--- config.mk ---
export PLATFORM = sky130hd
export DESIGN_NAME = wb_timeout_reg
export DESIGN_NICKNAME = d
export VERILOG_FILES = /design/src/rtl/wb_timeout_reg.sv
export SDC_FILE = /design/constraint.sdc
export NUM_CORES = 1
export LEC_CHECK = 0
export BUFFER_PORTS_ARGS = -buffer_cell sky130_fd_sc_hd__buf_2
export CAP_MARGIN = 20
export CORE_ASPECT_RATIO = 1.25
export CORE_UTILIZATION = 45
export DETAILED_ROUTE_END_ITERATION = 10
export MAX_ROUTING_LAYER = met4
export PLACE_DENSITY_LB_ADDON = 0.15
export SLEW_MARGIN = 20
export SYNTH_ARGS = -nofsm -noshare
export SYNTH_HDL_FRONTEND = slang
export SYNTH_SLANG_ARGS = --single-unit
--- constraint.sdc ---
create_clock -name clk -period 3 [get_ports clk]
set_input_delay 0.15 -clock clk [delete_from_list [all_inputs] [get_ports clk]]
set_output_delay 0.15 -clock clk [all_outputs]
set_load 0.02 [all_outputs]
--- src/rtl/wb_timeout_reg.sv ---
// wb_timeout_reg: registered Wishbone slice with a bus-timeout watchdog.
// Sits between the arbiter's slave-side output and the shared slave. It
// registers the request and response paths and forces an ERR to the master
// when the slave does not respond within TIMEOUT strobe cycles, so the
// arbiter's grant is always released.
//
// Ports:
//   clk, rst_n          clock, asynchronous active-low reset
//   wbm_*_i / wbm_*_o   upstream (arbiter) side; responses are registered
//   wbs_*_o / wbs_*_i   downstream (slave) side; request is registered
//   timeout_o           (WB_TIMEOUT_STATUS_EN only) pulse with a forced ERR
//   timeout_cnt_o       (WB_TIMEOUT_STATUS_EN only) saturating timeout count
//
// Optional feature macro: WB_TIMEOUT_STATUS_EN
//
// state | meaning
// ------+-----------------------------------------------------------
// IDLE  | no cycle in flight; waiting for wbm_cyc_i & wbm_stb_i
// BUSY  | request presented to slave; waiting for response/timeout
// RESP  | one-cycle response pulse to master; no new request accepted
module wb_timeout_reg #(
  parameter int          DATA_WIDTH   = 32,
  parameter int          ADDR_WIDTH   = 32,
  parameter int          SELECT_WIDTH = DATA_WIDTH / 8,
  parameter int unsigned TIMEOUT      = 256
) (
  input  logic                    clk,
  input  logic                    rst_n,
  input  logic [ADDR_WIDTH-1:0]   wbm_adr_i,
  input  logic [DATA_WIDTH-1:0]   wbm_dat_i,
  output logic [DATA_WIDTH-1:0]   wbm_dat_o,
  input  logic                    wbm_we_i,
  input  logic [SELECT_WIDTH-1:0] wbm_sel_i,
  input  logic                    wbm_stb_i,
  output logic                    wbm_ack_o,
  output logic                    wbm_err_o,
  output logic                    wbm_rty_o,
  input  logic                    wbm_cyc_i,
  output logic [ADDR_WIDTH-1:0]   wbs_adr_o,
  input  logic [DATA_WIDTH-1:0]   wbs_dat_i,
  output logic [DATA_WIDTH-1:0]   wbs_dat_o,
  output logic                    wbs_we_o,
  output logic [SELECT_WIDTH-1:0] wbs_sel_o,
  output logic                    wbs_stb_o,
  input  logic                    wbs_ack_i,
  input  logic                    wbs_err_i,
  input  logic                    wbs_rty_i,
  output logic                    wbs_cyc_o
`ifdef WB_TIMEOUT_STATUS_EN
  ,
  output logic                    timeout_o,
  output logic [15:0]             timeout_cnt_o
`endif
);

  typedef enum logic [1:0] {
    S_IDLE = 2'd0,
    S_BUSY = 2'd1,
    S_RESP = 2'd2
  } state_t;

  localparam bit          TO_EN   = (TIMEOUT != 0);
  // Last counter value before the forced ERR; counter is 0 on the first
  // strobe cycle, so TIMEOUT-1 is the TIMEOUT-th strobe cycle.
  localparam logic [15:0] TO_LAST = TO_EN ? 16'(TIMEOUT - 1) : 16'd0;

  state_t      state_q;
  logic [15:0] cnt_q;
  logic        slv_rsp_d;
  logic        to_hit_d;

  assign slv_rsp_d = wbs_ack_i | wbs_err_i | wbs_rty_i;
  assign to_hit_d  = TO_EN && (cnt_q == TO_LAST);

  always_ff @(posedge clk or negedge rst_n) begin
    if (!rst_n) begin
      state_q       <= S_IDLE;
      cnt_q         <= '0;
      wbm_dat_o     <= '0;
      wbm_ack_o     <= 1'b0;
      wbm_err_o     <= 1'b0;
      wbm_rty_o     <= 1'b0;
      wbs_adr_o     <= '0;
      wbs_dat_o     <= '0;
      wbs_we_o      <= 1'b0;
      wbs_sel_o     <= '0;
      wbs_stb_o     <= 1'b0;
      wbs_cyc_o     <= 1'b0;
`ifdef WB_TIMEOUT_STATUS_EN
      timeout_o     <= 1'b0;
      timeout_cnt_o <= '0;
`endif
    end else begin
      // Response outputs are single-cycle pulses by default.
      wbm_ack_o <= 1'b0;
      wbm_err_o <= 1'b0;
      wbm_rty_o <= 1'b0;
`ifdef WB_TIMEOUT_STATUS_EN
      timeout_o <= 1'b0;
`endif
      case (state_q)
        S_IDLE: begin
          wbs_cyc_o <= 1'b0;
          wbs_stb_o <= 1'b0;
          if (wbm_cyc_i && wbm_stb_i) begin
            wbs_adr_o <= wbm_adr_i;
            wbs_dat_o <= wbm_dat_i;
            wbs_we_o  <= wbm_we_i;
            wbs_sel_o <= wbm_sel_i;
            wbs_cyc_o <= 1'b1;
            wbs_stb_o <= 1'b1;
            cnt_q     <= '0;
            state_q   <= S_BUSY;
          end
        end
        S_BUSY: begin
          if (cnt_q != 16'hFFFF) cnt_q <= cnt_q + 16'd1;
          // Abort beats a same-cycle slave response; slave response beats
          // a same-cycle timeout.
          if (!wbm_cyc_i) begin
            wbs_cyc_o <= 1'b0;
            wbs_stb_o <= 1'b0;
            state_q   <= S_IDLE;
          end else if (slv_rsp_d) begin
            wbs_cyc_o <= 1'b0;
            wbs_stb_o <= 1'b0;
            wbm_dat_o <= wbs_dat_i;
            wbm_ack_o <= wbs_ack_i;
            wbm_err_o <= !wbs_ack_i && wbs_err_i;
            wbm_rty_o <= !wbs_ack_i && !wbs_err_i && wbs_rty_i;
            state_q   <= S_RESP;
          end else if (to_hit_d) begin
            wbs_cyc_o <= 1'b0;
            wbs_stb_o <= 1'b0;
            wbm_err_o <= 1'b1;
`ifdef WB_TIMEOUT_STATUS_EN
            timeout_o <= 1'b1;
            if (timeout_cnt_o != 16'hFFFF) timeout_cnt_o <= timeout_cnt_o + 16'd1;
`endif
            state_q   <= S_RESP;
          end
        end
        S_RESP: begin
          state_q <= S_IDLE;
        end
        default: begin
          wbs_cyc_o <= 1'b0;
          wbs_stb_o <= 1'b0;
          state_q   <= S_IDLE;
        end
      endcase
    end
  end

endmodule

# [Word level (Yosys, flattened, before mapping)]
# Cells that the tools add are included.
[totals] register_bits=123 inputBits=108 output_inout_bits=106 wordCells=58
[op_classes] addsub=1 n_eq_ne=7 n_mux=23 bitwise=3 reduce_logical=13
[ops] cell="2-to-1 mux 16 bit" n=2
[ops] cell="case mux 16 bit (2 select lines)" n=1
[ops] cell="adder 16 x 1 -> 16 bit, second input constant" n=1
[ops] cell="== test 16 x 8 -> 1 bit, second input constant" n=1
[ops] cell="!= test 16 bit, second input constant" n=1
[ops] cell="2-to-1 mux 1 bit" n=14
[ops] cell="2-to-1 mux 2 bit" n=4
[ops] cell="AND reduction 2 bit" n=3
[ops] cell="AND reduction 3 bit" n=2
[ops] cell="logical AND 1 bit" n=4
[ops] cell="!= test 2 bit, second input constant" n=2
[ops] cell="!= test 4 bit, second input constant" n=1
[ops] cell="case mux 2 bit (2 select lines)" n=1
[ops] cell="case mux 1 bit (3 select lines)" n=1
[ops] cell="== test 2 x 1 -> 1 bit, second input constant" n=1
[ops] cell="== test 2 bit, second input constant" n=1
[ops] cell="logical NOT 1 bit" n=2
[ops] cell="logical NOT 2 bit" n=1
[ops] cell="OR 1 bit" n=2
[ops] cell="nonzero test 2 bit" n=1
[ops] cell="NOT 1 bit" n=1

# [Longest topological paths before layout]
# Gate-level depths: netlist (run 1).
[depth] depth_word=6 ltp_mapped=6 mapped_depth_nobuf=5

# [Worst setup path before layout (run 1)]
# Ideal clock, no wire load.
[synth_path] path_type="reg2reg" from="reg cnt_q[0]" to="reg cnt_q[0]" setup_time_ns=0.065 arrival_ns=1.756 t_required_ns=2.935 setup_slack_ns=1.179 path_stages_with_launch=7 cell_sequence="dfrtp_1 > ha_1 > nand3_1 > or4_1 > buf_2 > a21oi_4 > mux2_2"
[synth_between] elab_chain_len=3
[synth_lines] item="start: declaration" line_no="68" text="logic [15:0] cnt_q;"
[synth_lines] item="start signal: assignment" line_no="117" text="if (cnt_q != 16'hFFFF) cnt_q <= cnt_q + 16'd1;"
[synth_lines] item="adder 16 x 1 -> 16 bit / != test 16 bit (equally long branches)" line_no="117"
[synth_lines] item="2-to-1 mux 16 bit / != test 2 bit (equally long branches)"
[synth_lines] item="case mux 16 bit (2 select lines) / AND reduction 3 bit (equally long branches)"
# Parallel ways exist; a longest one is shown, timed or not. The select of a mux whose other input is x is not followed.
# A chain may end at the register's enable or synchronous reset.

# [Final worst setup path (run 1)]
# Same ends and word-level chain as after synthesis.

==> results of run 1 <==
layout make-up:
type                            count  area, sq um  share of cell area [%]
Clock buffer                       18          429                    5.48
Clock inverter                     14          195                    2.49
Tap cell                          132          165                    2.11
Timing Repair Buffer              322         2170                    27.7
Multi-Input combinational cell    336         1780                    22.7
Inverter                            4         15.0                   0.192
Sequential cell                   123         3080                    39.3
what timing repair did:
action | 4_1_cts | 5_1_grt
hold endpoints to repair | 150 | 0
resized for setup | 0 | 0
hold buffers | 103 | 0
endpoints found under the setup margin | 0 | 0
power groups by stage:
stage               Sequential (W)  Clock [W]  Combinational [W]
floorplan                  0.00256          0           0.000353
global placement           0.00218          0            0.00121
detailed placement         0.00219          0            0.00124
CTS                        0.00217    0.00218            0.00134
global route               0.00222    0.00224            0.00145
finish                     0.00218    0.00214            0.00135
per-layer routing:
| layer | part of all wire (%) | vias to the layer above | wire length (microns) | GRT usage, % |
|---|---|---|---|---|
| met1 | 40 | 2289 | 5570 | 31.0 |
| met5 | 0 | - | 0 | - |
| li1 | - | 2246 | - | - |
| met2 | 51 | 196 | 7220 | 42.6 |
| met3 | 5.3 | 45 | 740 | 5.58 |
| met4 | 3.6 | 0 | 501 | 13.2 |
placed cells by master (no fill, tap or decap), drive strengths merged:
cell type,netlist,final
nor2b,1,1
o21a,2,2
o211a,1,1
dlygate4sd3,0,103
buf,3,219
a211o,2,2
clkinvlp,0,1
nand3,7,7
nor4,5,5
and2,1,1
or3,2,2
nand3b,1,1
a21boi,1,1
clkbuf,22,18
ha,1,1
o31ai,1,1
nand2,214,214
inv,4,6
clkinv,0,7
dfrtp,123,123
or4,5,5
nor2,8,8
a31oi,9,9
nand4,4,4
a221o,3,3
mux2,33,33
o311a,1,1
and3,4,4
a21o,1,1
nor3,11,11
or2,1,1
bufinv,0,4
a2bb2oi,2,2
xnor2,1,1
o32ai,1,1
o21ai,7,7
a21oi,5,5
o22ai,1,1
path summary, 6_finish.rpt:
path / startpoint / end / slack [ps] / depth (start not counted)
max: cnt_q[0] / cnt_q[0] / 840 / 6
min: wbs_rty_i / wbm_rty_o / 20 / 3
max reg2reg: cnt_q[0] / cnt_q[0] / 840 / 6
min reg2reg: wbs_dat_o[11] / wbs_dat_o[11] / 460 / 2
max in group asynchronous: rst_n / wbs_dat_o[13] / 1890 / 3
min in group asynchronous: rst_n / wbs_adr_o[6] / 310 / 2
critical path: cells and delay by family, from the launching register on:
family / cells / cell delay [ps]
adder cells (fa/ha/maj): 1 / 210
AO/OA/AOI/OAI: 1 / 310
multiplexers: 1 / 190
buffers and inverters: 1 / 190
AND/OR/NAND/NOR: 2 / 810
flip-flops: 1 / 400
per-stage QoR:
step	instance area (sq um)	cells	utilization [%]	hold slack [ps]	setup WS, ps
2_1_floorplan	4970	488	-	-146	1180
3_3_place_gp	6180	814	57.9	222	915
3_5_place_dp	6180	814	57.9	232	865
4_1_cts	7830	949	73.4	2.28	851
5_1_grt	7830	949	73.4	14.8	732
6_report	7830	949	73.4	22.3	836
kinds of logic (layout without fill, tap and decap cells):
| group | after synthesis | in the layout |
|---|---|---|
| multiplexers | 33 | 33 |
| XOR/XNOR | 1 | 1 |
| adder cells (fa/ha/maj) | 1 | 1 |
| buffers and inverters | 29 | 358 |
| flip-flops | 123 | 123 |
| AO/OA/AOI/OAI | 37 | 37 |
| AND/OR/NAND/NOR | 264 | 264 |
registers in the layout, indices dropped and copies added, names as in the netlist, 2 cells and up:
| signal | count |
|---|---|
| state_q | 2 |
| wbs_sel_o | 4 |
| wbm_dat_o | 32 |
| wbs_dat_o | 32 |
| wbs_adr_o | 32 |
| cnt_q | 16 |
==> results.md, run 1 <==
- Status: completed
- Routed Antenna Nets: 0
- Total iterations of the first detailed-routing run: 4
- First-pass GRT wire length: 22,500 microns
- Post-synth top area cell: dfrtp_1
- Compound-gate portion of the synthesized area: 5.34%
- Total Power: 0.00567 W
- Sequential area share after synthesis: 61.9%
- TritonCTS buffer count: 17
- Root Buffer: clkbuf_16
- Clk sinks: 123
- H-tree depth: 4
- Fin crit period: 2160 ps
- Max Freq: 0.462 GHz
- Synth top area cells: dfrtp_1 62%, nand2_1 16%, mux2_2 7.5%, clkbuf_1 1.7%, a31oi_1 1.1%
- Synth Flop Type: dfrtp_1
- Internal cell power: 0.00393 W
- Switching Fraction: 30.7%
- FILL cells: 729
- Max cap viols: 0
- Number of synthesized register bits: 123
- GP Congestion: 0.827
- Rel. slew slack: 51.2%
- Largest family of logic cells by synthesized area: simple AND/OR/NAND/NOR gates
- Post-Syn Instances: 488
- Startpoint Class: flip-flop
- Async set-reset flop share out of synthesis: 100%
- Routed wire length: 14,000 microns
- Sw Pwr: 0.00174 W
- Synth Area in Simple Gates: 22.4%
- Clock Power Share: 37.8%
- Clock Skew: 8.66 ps
- Setup Buffers After CTS: 0
- CTS tree: built
- Period utilization: 72.1%
- Share of Yosys cell area claimed by the top area cell type: 61.9%
- Xor/xnor share of the synthesized area: 0.176%
- Vias in the first global route: 4,896
- Slew Viols, Final: 0
- Congestion Overflow GR: 0
- # port buffers: 213
- Worst hold-check path type: input port to flip-flop
- Routed vias: 4,776
- CP Data Required Time: 3340 ps
- Final setup fails: 0
- Slowest CP cell: or4_1
- Post-synthesis cell type count: 41
- Mapped Nets: 597
- Yosys warns: 0
- Setup TNS Final: 0 ps
- Cells along the critical path: ha_1 > nand3_1 > buf_4 > or4_1 > a21oi_4 > mux2_2
- Cell area after synthesis: 0.00497 sq mm
- Comb power frac: 23.8%
- PD cells: 724 mW/mm^2
- Mux contribution to synthesized area: 7.48%
- RSZ-0062 raised after global routing: no
- Fin nets: 913
- Worst Path Max Fanout: 13
- Clock buffer depth: 2
- Largest net degree at the start of global routing: 76
- Drt wl/cell: 14.8 microns
- Final hold viol count: 0
- Std-Cell Rows: 42
- Lkg Pwr: 4.14 nW
- CTS clk-pin slew, worst paths: 50 ps
- Synth top cells by count: 214 x nand2_1, 123 x dfrtp_1, 33 x mux2_2
- Mean Syn Cell Area: 10.2 sq um
- IO Pins: 214
- Seq pwr share: 38.5%
- Tot GR Track Use: 26.5%
- Area Overhead vs Synth: 57.6%
- Die Area: 0.0115 sq mm
- Number of flops mapped to enable cells by yosys: 0
- Crit path largest cell delay: 730 ps
- Worst slew pin tran: 731 ps
- Inserted Diodes: 0
- 1st-iter DRT viols: 239
- Vias per cell: 5.03
- Core area: 0.0107 sq mm
- Die height: 119 microns
- Hpwl dp: 8350 microns
- Antenna violations before repair: 0
- CP endpoint kind: flip-flop
- Initial Util: 46.6%
- Synth Area in Adders: 0.252%
- Crit path arrival time: 2510 ps
- DIE WIDTH: 96.0 microns
- Share of layout cells above drive strength 1: 35.6%
- Max IR drop VDD: 0.529 mV
- Most common cell in the netlist: nand2_1
- Worst-skew pair later-pin latency: 410 ps
- WS Path Type: flip-flop to flip-flop
- Drc violations: 0
Note: power is estimated with default switching activity, not from simulation.
==> inputs of run 2 (changes only) <==
==> constraint.sdc (replaced) <==
create_clock -name clk -period 2.1 [get_ports clk]
set_input_delay 0.105 -clock clk [delete_from_list [all_inputs] [get_ports clk]]
set_output_delay 0.105 -clock clk [all_outputs]
set_load 0.02 [all_outputs]
==> run 2 against run 1 <==
First-iteration DRC count down 29%. Largest power group unchanged. Total power rose by 39%. Cell count up 1.1%. Register-to-register slack lost 680 ps. Die area unchanged. Worst hold slack better by 1.6 ps. Wire length is 7.5% higher. Largest cell class unchanged. Via count rose by 1.9%.
==> results.md, run 2 (synthesis results as in run 1) <==
- Status: completed
- Crit path largest cell delay: 390 ps
- Final core utilization: 73.8%
- Clock Power Share: 35.6%
- CP delay by family, top: simple AND/OR/NAND/NOR gates
- Reg2reg start: cnt_q[0]
- Initial Util: 46.6%
- Period utilization: 92.5%
- Seq pwr share: 39.5%
- Final hold viol count: 0
- Leading cell type in the layout, fill and taps excluded: nand2_1
- Slowest CP cell: dfrtp_1
- Worst hold path depth: 3
- Comb power frac: 24.9%
- Crit path arrival time: 2220 ps
- Pre-CTS WS: 123 ps
- Inserted Diodes: 0
- Hpwl dp: 8740 microns
- Worst Min Path Start: wbs_err_i
- CTS clk-pin slew, worst paths: 50 ps
- Cells along the critical path: ha_1 > nand3_1 > buf_4 > nor4_4 > nor2_1 > a221o_1
- GP Congestion: 0.888
- 1st-iter DRT viols: 169
- Internal cell power: 0.00540 W
- Vias in the first global route: 5,105
- Worst-skew pair later-pin latency: 410 ps
- Total iterations of the first detailed-routing run: 5
- FILL cells: 736
- Final setup fails: 0
- RR Endpoint: cnt_q[9]
- Fin crit period: 1940 ps
- H-tree depth: 4
- Routed Antenna Nets: 0
- Drt wl/cell: 15.7 microns
- Tot GR Track Use: 28.8%
- Worst reg2reg setup slack: 160 ps
- PD cells: 1000 mW/mm^2
- Routed vias: 4,865
- Fin nets: 923
- Vias per cell: 5.07
- Biggest regs: wbm_dat_o: 32 flops, wbs_adr_o: 32 flops, wbs_dat_o: 32 flops
- Slew Viols, Final: 0
- Worst Path Max Fanout: 12
- # port buffers: 213
- CTS tree: built
- Max cap viols: 0
- Max IR drop VDD: 0.673 mV
- Clk sinks: 123
- WS Path Type: flip-flop to flip-flop
- Lkg Pwr: 4.16 nW
- Root Buffer: clkbuf_16
- Max Freq: 0.515 GHz
- Largest net degree at the start of global routing: 71
- Antenna violations before repair: 0
- Critical Path Start: cnt_q[0]
- Final worst slack: 157 ps
- Worst slew pin tran: 566 ps
- IO Pins: 214
- Clock Skew: 12.1 ps
- First-pass GRT wire length: 24,300 microns
- Die Area: 0.0115 sq mm
- Die height: 119 microns
- Worst hold-check path type: input port to flip-flop
- Cell area after layout: 0.00787 sq mm
- Congestion Overflow GR: 0
- RSZ-0062 raised after global routing: no
- Most frequent cells in the layout: 214 x nand2_1, 212 x buf_2, 123 x dfrtp_1
- Clock buffer depth: 2
- Routed wire length: 15,100 microns
- Sw Pwr: 0.00251 W
- Core area: 0.0107 sq mm
- Rel. slew slack: 62.0%
- CP Data Required Time: 2380 ps
- TritonCTS buffer count: 17
- Share of layout cells above drive strength 1: 36.2%
- Drc violations: 0
- Area Overhead vs Synth: 58.4%
- Startpoint Class: flip-flop
- Setup TNS Final: 0 ps
- Switching Fraction: 31.8%
- Std-Cell Rows: 42
- DIE WIDTH: 96.0 microns
- Placed cell areas: 0.00625 sq mm
- FF-to-FF path depth: 6
- CP endpoint kind: flip-flop
- Hold Path End: wbm_err_o
- Crit path buffers/inverters: 1
[run 2: changes by cell type in the layout (fill, tap and decap cells not counted), sizes merged]
cell	change
buf	+8
clkbuf	+2
clkinv	-1
clkinvlp	+3
bufinv	-2
inv	-2
dlygate4sd3	+2
[run 2: per-stage QoR]
| step | std cells | hold WS (ps) | total power (W) |
|---|---|---|---|
| detailed placement | 822 | 88.8 | 0.00492 |
| finish | 959 | 23.9 | 0.00791 |
| global placement | 822 | 81.6 | 0.00486 |
| CTS | 959 | 7.93 | 0.00791 |
| floorplan | 488 | -191 | 0.00416 |
| global route | 959 | 18.6 | 0.00827 |
[run 2: how the worst max path moves through the flow]
stage | endpoint | cells past startpoint | slack, ps
finish | cnt_q[9] | 6 | 160
global route | cnt_q[6] | 6 | 10
CTS | cnt_q[9] | 5 | 110
detailed placement | cnt_q[15] | 4 | 120
global placement | cnt_q[0] | 4 | 160
floorplan | cnt_q[0] | 6 | 280
[run 2: tightest hold or removal path, stage by stage]
cell and delay (ps):
buf_2 110, a21oi_1 110, nor3_1 60
[run 2: power by group through the flow]
stage / Sequential [W] / Clock (W) / Combinational (W)
3_5_place_dp: 0.00313 / 0 / 0.00179
5_1_grt: 0.00318 / 0.00297 / 0.00211
4_1_cts: 0.00311 / 0.00286 / 0.00194
2_1_floorplan: 0.00365 / 0 / 0.000504
3_3_place_gp: 0.00311 / 0 / 0.00175
6_report: 0.00313 / 0.00281 / 0.00197
[run 2: layout make-up]
type | instances | area (sq um) | area share, %
clock buffer | 20 | 447 | 5.67
clock inverter | 12 | 124 | 1.57
inverter | 4 | 15.0 | 0.191
multi-input combinational | 336 | 1780 | 22.6
sequential | 123 | 3080 | 39.1
tap | 132 | 165 | 2.10
timing repair buffer | 332 | 2260 | 28.7
[run 2: timing repair]
item,in CTS,in global routing
resized for setup,0,1
hold endpoints to repair,135,0
hold buffers,105,0
setup endpoints to repair,0,4
setup buffers,0,0
[run 2: metal layers]
layer / global-route usage, % / up-vias / routed length [microns]
met5: - / - / 0
met4: 12.3 / 0 / 444
met3: 6.65 / 42 / 748
met2: 48.9 / 200 / 8130
met1: 31.8 / 2357 / 5750
li1: - / 2266 / -
==> inputs of run 3 (changes only) <==
--- a/config.mk
+++ b/config.mk
@@ -8,7 +8,7 @@
 export BUFFER_PORTS_ARGS = -buffer_cell sky130_fd_sc_hd__buf_2
 export CAP_MARGIN = 20
 export CORE_ASPECT_RATIO = 1.25
-export CORE_UTILIZATION = 45
+export CORE_UTILIZATION = 30
 export DETAILED_ROUTE_END_ITERATION = 10
 export MAX_ROUTING_LAYER = met4
 export PLACE_DENSITY_LB_ADDON = 0.15
==> run 3 against run 2 <==
Critical endpoint is now cnt_q[15]. Sequential power barely moved. Global-route usage fell by 10 points. Register-to-register slack barely moved. Largest cell class unchanged. Largest power group is now clock. Non-clock buffer count rose by 2. Sequential share of layout area fell by 0.93 points.
==> results.md, run 3 (synthesis results as in run 1) <==
- TritonCTS buffer count: 17
- Max cap viols: 0
- DIE WIDTH: 117 microns
- RSZ-0062 raised after global routing: yes
- Routed wire length: 14,400 microns
- Final worst slack: 149 ps
- Area Overhead vs Synth: 62.3%
- FF-to-FF path depth: 6
- Fin nets: 925
- Met2 usage: 31.6%
- Final core utilization: 49.8%
- Initial Util: 30.7%
- Share of layout cells above drive strength 1: 36.2%
- Final hold viol count: 0
- Crit path buffers/inverters: 1
- Worst-skew pair later-pin latency: 420 ps
- Reg2reg start: cnt_q[0]
- # port buffers: 213
- RR Endpoint: cnt_q[15]
- Setup Buffers After CTS: 0
- GP Congestion: 0.862
- CTS tree: built
- Leading cell type in the layout, fill and taps excluded: nand2_1
- CP delay by family, top: simple AND/OR/NAND/NOR gates
- Cells along the critical path: ha_1 > nand3_1 > buf_4 > nor4_4 > nor2_1 > a221o_1
- 1st-iter DRT viols: 159
- Fin crit period: 1950 ps
- Startpoint Class: flip-flop
- Worst slew pin tran: 655 ps
- Largest net degree at the start of global routing: 50
- H-tree depth: 4
- WS Path Type: flip-flop to flip-flop
- Setup TNS Final: 0 ps
- Lkg Pwr: 4.21 nW
- CP endpoint kind: flip-flop
- Tot GR Track Use: 18.4%
- Status: completed
- Hpwl dp: 9490 microns
- CP Data Required Time: 2400 ps
- Max IR drop VDD: 0.564 mV
- Drt wl/cell: 13.8 microns
- PD cells: 1020 mW/mm^2
- First-pass GRT wire length: 23,300 microns
- Grt met1 use: 20.1%
- Crit path arrival time: 2250 ps
- CTS clk-pin slew, worst paths: 60 ps
- Inserted Diodes: 0
- Slowest CP cell: nor4_4
- IO Pins: 214
- Vias per cell: 4.53
- Rel. slew slack: 56.1%
- Clk sinks: 123
- Most frequent cells in the layout: 214 x nand2_1, 212 x buf_2, 123 x dfrtp_1
- Max Freq: 0.512 GHz
- Total iterations of the first detailed-routing run: 4
- Root Buffer: clkbuf_16
- Final setup fails: 0
- Worst reg2reg setup slack: 150 ps
- Pre-CTS WS: 105 ps
- Biggest regs: wbm_dat_o: 32 flops, wbs_adr_o: 32 flops, wbs_dat_o: 32 flops
- Crit path largest cell delay: 410 ps
- Routed vias: 4,731
- Die Area: 0.0171 sq mm
- Met3 GRT Util: 3.75%
- Clock buffer depth: 2
- Critical Path Stages: 6
- Period utilization: 92.9%
- Total Power: 0.00822 W
- Clock Skew: 8.27 ps
- Congestion Overflow GR: 0
- Routed Antenna Nets: 0
- Worst hold-check path type: input port to asynchronous set/reset pin
- Hold slack: 202 ps
- Std-Cell Rows: 52
- Worst Path Max Fanout: 12
- Slew Viols, Final: 0
- Die height: 146 microns
- Core area: 0.0162 sq mm
- Antenna violations before repair: 0
- GR peak layer: met2
- Drc violations: 0
- Vias in the first global route: 4,747
## run 3: timing repair
item                                    CTS  global route
hold buffers                            107             0
endpoints found under the hold margin   138             0
resized for setup                         0             1
endpoints found under the setup margin    0             5
## run 3: cell type report
cell class | count | area [sq um]
clock inverter | 14 | 208
inverter | 4 | 15.0
tap | 216 | 270
multi-input combinational | 336 | 1780
fill | 1506 | 8140
timing repair buffer | 334 | 2280
clock buffer | 18 | 429
sequential | 123 | 3080
## run 3: worst max path at each step
stage,from,end,slack [ps]
after floorplan,cnt_q[0],cnt_q[0],280
after global placement,cnt_q[5],cnt_q[0],150
after detailed placement,cnt_q[5],cnt_q[0],110
after CTS,cnt_q[5],cnt_q[0],90
after global routing,cnt_q[0],cnt_q[8],-2
final,cnt_q[0],cnt_q[15],150
## run 3: routing by layer
metal  part of all wire, %  vias up
met1                    39     2281
met3                   3.8       31
li1                      -     2275
met2                    54      144
met5                     0        -
met4                   2.9        0
## run 3: stage by stage
| step | area (sq um) | std cells |
|---|---|---|
| floorplan | 4970 | 488 |
| global placement | 6350 | 906 |
| detailed placement | 6350 | 906 |
| CTS | 8060 | 1045 |
| global route | 8070 | 1045 |
| finish | 8070 | 1045 |
## run 3: power breakdown
part	switching, W	internal [W]
clock network	0.00116	0.00202
registers	0.000265	0.00284
logic	0.00115	0.000794
